### config.mk
export PLATFORM = sky130hd
export DESIGN_NAME = ipa_gcm_bank_arbiter
export DESIGN_NICKNAME = d
export VERILOG_FILES = /design/src/rtl/ipa_gcm_bank_arbiter.sv
export SDC_FILE = /design/constraint.sdc
export NUM_CORES = 1
export LEC_CHECK = 0
export ABC_AREA = 1
export CAP_MARGIN = 15
export CORE_AREA = 2 2 194 196
export DETAILED_ROUTE_END_ITERATION = 10
export DIE_AREA = 0 0 196 198
export SLEW_MARGIN = 20
export SYNTH_ARGS = -nofsm -noshare
export SYNTH_HDL_FRONTEND = slang
export SYNTH_SLANG_ARGS = --single-unit
### constraint.sdc
create_clock -name clk -period 2 [get_ports clk]
set_clock_uncertainty 0.15 [all_clocks]
set_input_delay 0.3 -clock clk [delete_from_list [all_inputs] [get_ports clk]]
set_output_delay 0.3 -clock clk [all_outputs]
set_load 0.1 [all_outputs]
### src/rtl/ipa_gcm_bank_arbiter.sv
// Per-bank arbiter sharing the two GCM SRAM banks between the atomic 64-bit context
// fetch and the per-bank TCDM crossbar, with lock protection and response routing.
module ipa_gcm_bank_arbiter #(
  parameter int unsigned ADDR_MEM_WIDTH = 12,
  parameter int unsigned DATA_WIDTH     = 32,
  parameter int unsigned BE_WIDTH       = 4,
  parameter int unsigned ID_WIDTH       = 20,
  parameter int unsigned MAX_WAIT       = 8
) (
  input  logic                        clk,
  input  logic                        rst_n,
  input  logic [1:0]                  policy_i,
  input  logic                        ctx_req_i,
  input  logic [ADDR_MEM_WIDTH-1:0]   ctx_addr_i,
  output logic                        ctx_gnt_o,
  output logic                        ctx_rvalid_o,
  output logic [2*DATA_WIDTH-1:0]     ctx_rdata_o,
  input  logic [1:0]                  xb_req_i,
  input  logic [2*ADDR_MEM_WIDTH-1:0] xb_add_i,
  input  logic [1:0]                  xb_wen_i,
  input  logic [2*DATA_WIDTH-1:0]     xb_wdata_i,
  input  logic [2*BE_WIDTH-1:0]       xb_be_i,
  input  logic [2*ID_WIDTH-1:0]       xb_id_i,
  input  logic [1:0]                  xb_ts_set_i,
  output logic [1:0]                  xb_gnt_o,
  output logic [1:0]                  xb_rvalid_o,
  output logic [2*DATA_WIDTH-1:0]     xb_rdata_o,
  output logic [2*ID_WIDTH-1:0]       xb_rid_o,
  output logic [1:0]                  sram_req_o,
  output logic [2*ADDR_MEM_WIDTH-1:0] sram_add_o,
  output logic [1:0]                  sram_wen_o,
  output logic [2*DATA_WIDTH-1:0]     sram_wdata_o,
  output logic [2*BE_WIDTH-1:0]       sram_be_o,
  input  logic [2*DATA_WIDTH-1:0]     sram_rdata_i,
  output logic                        busy_o
);

  typedef enum logic [1:0] {OWN_NONE, OWN_CTX, OWN_XB} owner_t;

  localparam logic [7:0] WAIT_MAX = 8'(MAX_WAIT);

  logic [1:0]          ts_q;
  logic [1:0]          lock;
  logic                rr_q;
  logic [7:0]          ctx_wait;
  logic [7:0]          xb_wait [2];
  owner_t              owner_q [2];
  logic [ID_WIDTH-1:0] id_q    [2];
  logic [1:0]          xb_sat;
  logic                contended;
  logic                ctx_win;

  assign lock      = xb_ts_set_i | ts_q;
  assign xb_sat    = {xb_wait[1] == WAIT_MAX, xb_wait[0] == WAIT_MAX};
  assign contended = ctx_req_i & (lock == '0) & (xb_req_i != '0);

  // The context claims both banks or nothing; the crossbar takes whatever it leaves.
  always_comb begin
    ctx_win = 1'b0;
    if (ctx_req_i && lock == '0) begin
      if (xb_req_i == '0)              ctx_win = 1'b1;
      else if (ctx_wait == WAIT_MAX)   ctx_win = 1'b1;
      else if (xb_sat != '0)           ctx_win = 1'b0;
      else begin
        unique case (policy_i)
          2'b00:   ctx_win = 1'b1;
          2'b01:   ctx_win = 1'b0;
          default: ctx_win = ~rr_q;
        endcase
      end
    end
  end

  assign ctx_gnt_o = ctx_win;
  assign xb_gnt_o  = xb_req_i & {2{~ctx_win}};

  for (genvar b = 0; b < 2; b++) begin : g_bank
    assign sram_req_o[b] = ctx_win | xb_gnt_o[b];
    assign sram_add_o[b*ADDR_MEM_WIDTH +: ADDR_MEM_WIDTH] =
      ctx_win ? ctx_addr_i : xb_add_i[b*ADDR_MEM_WIDTH +: ADDR_MEM_WIDTH];
    assign sram_wen_o[b] = ctx_win ? 1'b1 : xb_wen_i[b];
    assign sram_wdata_o[b*DATA_WIDTH +: DATA_WIDTH] =
      ctx_win ? '0 : xb_wdata_i[b*DATA_WIDTH +: DATA_WIDTH];
    assign sram_be_o[b*BE_WIDTH +: BE_WIDTH] =
      ctx_win ? '1 : xb_be_i[b*BE_WIDTH +: BE_WIDTH];
    assign xb_rvalid_o[b]                       = (owner_q[b] == OWN_XB);
    assign xb_rid_o[b*ID_WIDTH +: ID_WIDTH]     = id_q[b];
  end

  assign xb_rdata_o   = sram_rdata_i;
  assign ctx_rvalid_o = (owner_q[0] == OWN_CTX);
  assign ctx_rdata_o  = {sram_rdata_i[DATA_WIDTH-1:0], sram_rdata_i[2*DATA_WIDTH-1:DATA_WIDTH]};
  assign busy_o       = ctx_req_i | (xb_req_i != '0) |
                        (owner_q[0] != OWN_NONE) | (owner_q[1] != OWN_NONE);

  always_ff @(posedge clk or negedge rst_n) begin
    if (!rst_n) begin
      ts_q     <= '0;
      rr_q     <= 1'b0;
      ctx_wait <= '0;
      for (int unsigned b = 0; b < 2; b++) begin
        xb_wait[b] <= '0;
        owner_q[b] <= OWN_NONE;
        id_q[b]    <= '0;
      end
    end else begin
      ts_q <= xb_ts_set_i;
      if (contended && policy_i[1]) rr_q <= ~rr_q;
      if (ctx_req_i && !ctx_win)
        ctx_wait <= (ctx_wait == WAIT_MAX) ? ctx_wait : ctx_wait + 8'd1;
      else
        ctx_wait <= '0;
      for (int unsigned b = 0; b < 2; b++) begin
        if (xb_req_i[b] && !xb_gnt_o[b])
          xb_wait[b] <= (xb_wait[b] == WAIT_MAX) ? xb_wait[b] : xb_wait[b] + 8'd1;
        else
          xb_wait[b] <= '0;
        // A test-and-set second phase is granted but never answered.
        if (ctx_win)                               owner_q[b] <= OWN_CTX;
        else if (xb_gnt_o[b] && !xb_ts_set_i[b])   owner_q[b] <= OWN_XB;
        else                                       owner_q[b] <= OWN_NONE;
        if (xb_gnt_o[b]) id_q[b] <= xb_id_i[b*ID_WIDTH +: ID_WIDTH];
      end
    end
  end

endmodule

# ---- Word level (Yosys, flattened, before mapping)
# Cells that the tools add are included.
dict set report word_totals {
  reg_bits 71
  wordCells 75
  input_bits 223
}
dict set report op_classes {
  n_mux 23
  bitwise 11
  reduce_logical 19
  n_eq_ne 10
  add_sub_neg 3
}
# op count
set ops {}
lappend ops {{32-bit 2-to-1 mux} 2}
lappend ops {{8-bit 2-to-1 mux} 6}
lappend ops {{8-bit by 1-bit adder with 8-bit output, second input constant} 3}
lappend ops {{8-bit by 4-bit equality test with 1-bit output, second input constant} 3}
lappend ops {{12-bit 2-to-1 mux} 2}
lappend ops {{2-bit 2-to-1 mux} 4}
lappend ops {{4-bit 2-to-1 mux} 2}
lappend ops {{2-bit nonzero test} 4}
lappend ops {{1-bit logical AND} 7}
lappend ops {{2-bit logical NOT} 3}
lappend ops {{1-bit 2-to-1 mux} 6}
lappend ops {{2-bit inequality test, second input constant} 3}
lappend ops {{1-bit logical NOT} 5}
lappend ops {{1-bit OR} 5}
lappend ops {{2-bit by 1-bit equality test with 1-bit output, second input constant} 2}
lappend ops {{2-bit equality test, second input constant} 2}
lappend ops {{1-bit bitwise AND} 2}
lappend ops {{2-bit bitwise AND} 1}
lappend ops {{1-bit inverter} 2}
lappend ops {{2-bit OR} 1}
lappend ops {{1-bit one-hot mux with 2 select lines} 1}

# ---- Depth between registers and ports, before layout
dict set report depth {
  depth_word 11
  mapped_depth 13
  ltp_nobuf 11
}

# ---- Worst setup path before layout
# Ideal clock, no wire load.
dict set report synth_timing {
  kind {flip-flop to output port}
  from {register ctx_wait[0]}
  to {output port sram_add_o[0]}
  n_path_buf 2
  slack_ps -1867
  stages_incl_launch_ff 11
  arrival_ps 3417
  path_cell_list {dfrtp_1 > inv_1 > ha_1 > nand3_2 > nor2_4 > nor2_2 > nand2_4 > nand2_4 > buf_6 > buf_2 > o21ai_0}
}
dict set report synth_via {
  elab_chain_cells 5
}
# element line_no
set synth_rtl {}
lappend synth_rtl {{start: declaration} 45} ;# logic [7:0] ctx_wait;
lappend synth_rtl {{start signal: assignment} 110} ;# ctx_wait <= (ctx_wait == WAIT_MAX) ? ctx_wait : ctx_wait + 8'd1;
lappend synth_rtl {{8-bit by 4-bit equality test with 1-bit output} 62} ;# else if (ctx_wait == WAIT_MAX) ctx_win = 1'b1;
lappend synth_rtl {{1-bit 2-to-1 mux} 62}
lappend synth_rtl {{1-bit 2-to-1 mux} 61} ;# if (xb_req_i == '0) ctx_win = 1'b1;
lappend synth_rtl {{1-bit 2-to-1 mux} 60} ;# if (ctx_req_i && lock == '0) begin
lappend synth_rtl {{12-bit 2-to-1 mux} 80} ;# ctx_win ? ctx_addr_i : xb_add_i[b*ADDR_MEM_WIDTH +: ADDR_MEM_WIDTH];
lappend synth_rtl {{end: declaration} 30} ;# output logic [2*ADDR_MEM_WIDTH-1:0] sram_add_o,
# Every way passes these cells.

# ---- Worst setup path after layout
dict set report layout_timing {
  from {register ctx_wait[1]}
  to {output port sram_add_o[11]}
}
# Same word-level chain as after synthesis.

==> metrics.cfg <==
[status]
status=finished with violations
violations=negative setup slack

[grt]
grt_usage=0.0980
antenna_found_initial=0
grt_overflow=0
grt_pass1_wl_um=29100
grt_pass1_vias=4962
grt_max_degree=71

[clock_network]
cts_root_buf=clkbuf_16
htree_levels=3
insertion_delay_ns=0.34
cts.clk_slew.worst_paths_ns=0.06
cts_tree=built
cts_buffers=9
clock_sinks=70
clockBufferDepth=2

[sta]
rsz0062_at_grt=true
relSlewSlack=0.736
max_clock_freq_mhz=376
timing.final.crit_share=1.33
final_hold_viol_count=0
setup_ws_ns=-0.663
finalMaxSlewViolations=0
setup_viol=153
worst_pin_slew_ns=0.396
fin_crit_ns=2.66

[worst_setup_path]
cp-start-kind=register
cp.required_ns=1.55
critical_path_arrival_ns=2.21
cp-end-kind=primary output
r2r_setup_slack_ns=-0.33
path_max_fanout=5
crit_type=reg2out
r2r-start=xb_wait[8]$_DFFE_PN0P_
reg2regPathDepth=16
r2r-end=xb_rid_o[0]$_DFFE_PN0P_

[drt]
vias=5063
drt_iter0_drc=135
drc=0
wire_per_inst_um=14.4
routed_wl_um=20700
ant_nets=0
dr.pass1.iters=4
viasPerCell=3.52

[hold_path]
holdCritPathClass=reg2reg
holdPathEnd=xb_rid_o[12]$_DFFE_PN0P_
hold_depth=2
hp-start=xb_rid_o[12]$_DFFE_PN0P_

[power_and_ir_drop]
p_leak_nw=5.09
peakVddDrop_uv=535
power_density_mw_per_mm2=598

[placement]
place_inst=1396
hpwl_um=16000
gp_congestion=0.750
port_buffers=305

[finish]
post-route-util=0.299
drive_above_1_share=0.444
diodes=0
fin_cells=1439
synthToLayoutAreaGrowth_pct=119
fin_nets=1189

[synth]
synth_area_mm2=0.00505
synthesis.nets=926
synth_top_cell_area_share=0.347
syn_area_per_cell_um2=7.25
ys_seq_area_frac=0.347
synth-seq-cells=70
synth_area_leaders=dfrtp_1 (35%), buf_4 (19%), nand2_1 (9.5%)
synth_cell_type_count=29
synth_top_area_cell=dfrtp_1
synthCells=697
synth.yosys.warnings=0

[run]
maxCapViolCount=0

[floorplanning]
die-width_um=196
num_rows=71
boundaryPins=498
dieHeight_um=198
start_util=0.137
die-area_mm2=0.0388
core_mm2=0.0370

critical path, cell delays in order, from the launching register on:
cell,delay (ns)
dfrtp_1,0.39
inv_2,0.07
ha_4,0.14
nand3_4,0.08
nor2_4,0.15
nor2_2,0.06
nand2_4,0.09
nand2_8,0.10
buf_12,0.17
clkbuf_16,0.16
buf_6,0.12
o21ai_4,0.14
buf_12,0.19
cells in the final DEF (no fill, tap or decap), types with 4 or more instances in the layout:
cell type | Yosys | routed
or2_4 | 0 | 12
o21ai_0 | 28 | 4
clkdlybuf4s50_1 | 0 | 156
nand3_2 | 12 | 13
buf_6 | 1 | 8
o21ai_4 | 0 | 24
xor2_1 | 16 | 16
a21oi_1 | 5 | 5
nor2_2 | 1 | 8
nand2_8 | 0 | 4
inv_2 | 4 | 8
nand2_4 | 2 | 7
nand2_1 | 128 | 113
buf_12 | 1 | 123
clkbuf_16 | 0 | 12
nand2_2 | 6 | 12
nor2_1 | 101 | 29
nor2_4 | 1 | 66
nand3_1 | 41 | 39
inv_1 | 99 | 92
dfrtp_1 | 70 | 70
buf_4 | 131 | 107
worst max-delay path by stage:
| stage | end | depth (start not counted) | slack [ns] | from |
|---|---|---|---|---|
| 2_1_floorplan | sram_add_o[10] | 10 | -0.36 | ctx_wait[0]$_DFFE_PN0P_ |
| 3_3_place_gp | sram_add_o[13] | 8 | -0.61 | xb_ts_set_i[0] |
| 3_5_place_dp | sram_add_o[13] | 8 | -0.63 | xb_ts_set_i[0] |
| 4_1_cts | sram_wdata_o[16] | 13 | -0.64 | xb_wait[0]$_DFFE_PN0P_ |
| 5_1_grt | sram_wdata_o[2] | 13 | -0.75 | xb_wait[8]$_DFFE_PN0P_ |
| 6_report | sram_add_o[11] | 12 | -0.66 | ctx_wait[1]$_DFFE_PN0P_ |
through the flow:
step | hold WS, ns | area (um2) | worst slack [ns] | setup TNS, ns | power, mW
after global routing | 0.338 | 11100 | -0.746 | -80.41 | 6.84
final | 0.320 | 11100 | -0.663 | -65.89 | 6.61
after CTS | 0.323 | 10700 | -0.643 | -63.00 | 6.64
after detailed placement | 0.224 | 10000 | -0.631 | -80.10 | 4.69
after floorplan | -0.146 | 5980 | -0.358 | -28.24 | 4.70
after global placement | 0.208 | 10000 | -0.606 | -79.39 | 4.67
kinds of logic after synthesis:
| logic type | after synthesis | synth area share |
|---|---|---|
| buf+inv | 258 | 0.300 |
| compound gates | 33 | 0.0327 |
| xor+xnor | 18 | 0.0312 |
| fa+ha+maj | 6 | 0.0149 |
| simple gates | 312 | 0.274 |
| flops | 70 | 0.347 |
sequential cells by signal, summed over array words and instances (netlist names):
| name | cells |
|---|---|
| xb_wait | 16 |
| ts_q | 2 |
| ctx_wait | 8 |
| rr_q | 1 |
| xb_rid_o | 40 |
| owner_q | 3 |
cell usage after synthesis:
cell / number
buf_4: 131
nand2_1: 128
nor2_1: 101
inv_1: 99
dfrtp_1: 70
nand3_1: 41
o21ai_0: 28
buf_2: 16
xor2_1: 16
nand3_2: 12
or2_2: 9
ha_1: 6
nand2_2: 6
a21oi_1: 5
inv_2: 4
clkbuf_1: 3
nand4_1: 3
nor3_1: 3
or2_1: 3
clkbuf_2: 2
nand2_4: 2
xnor2_1: 2
and3_1: 1
buf_12: 1
buf_6: 1
buf_8: 1
nor2_2: 1
nor2_4: 1
nor3b_1: 1
power by group:
part           leakage, nW  internal [mW]  switching, mW
Sequential           0.894           1.51         0.0530
Clock                0.170           1.22          0.654
Combinational         4.02           1.13           2.04
Total                 5.09           3.87           2.75
metal layers:
| layer | GRT usage | part of all wire | vias up |
|---|---|---|---|
| li1 | - | - | 2484 |
| met3 | 0.0395 | 0.081 | 45 |
| met1 | 0.123 | 0.41 | 2338 |
| met2 | 0.154 | 0.48 | 196 |
| met4 | 0.0303 | 0.020 | 0 |
| met5 | 0 | 0 | - |
what timing repair did:
item | in CTS | in global routing
gates cloned | 4 | 3
gates resized for setup | 42 | 47
hold buffers | 1 | 0
hold endpoints to repair | 70 | 0
pin swaps | 2 | 7
setup buffers | 8 | 12
endpoints found under the setup margin | 154 | 157
area by class of cell:
cell class                 instances  area (um2)
fill                            3825       25900
timing repair buffer             407        5180
multi-input combinational        369        2770
sequential                        70        1750
tap                              474         593
inverter                         103         407
clock buffer                       9         225
clock inverter                     7         121
(Power assumes the default switching activity.)
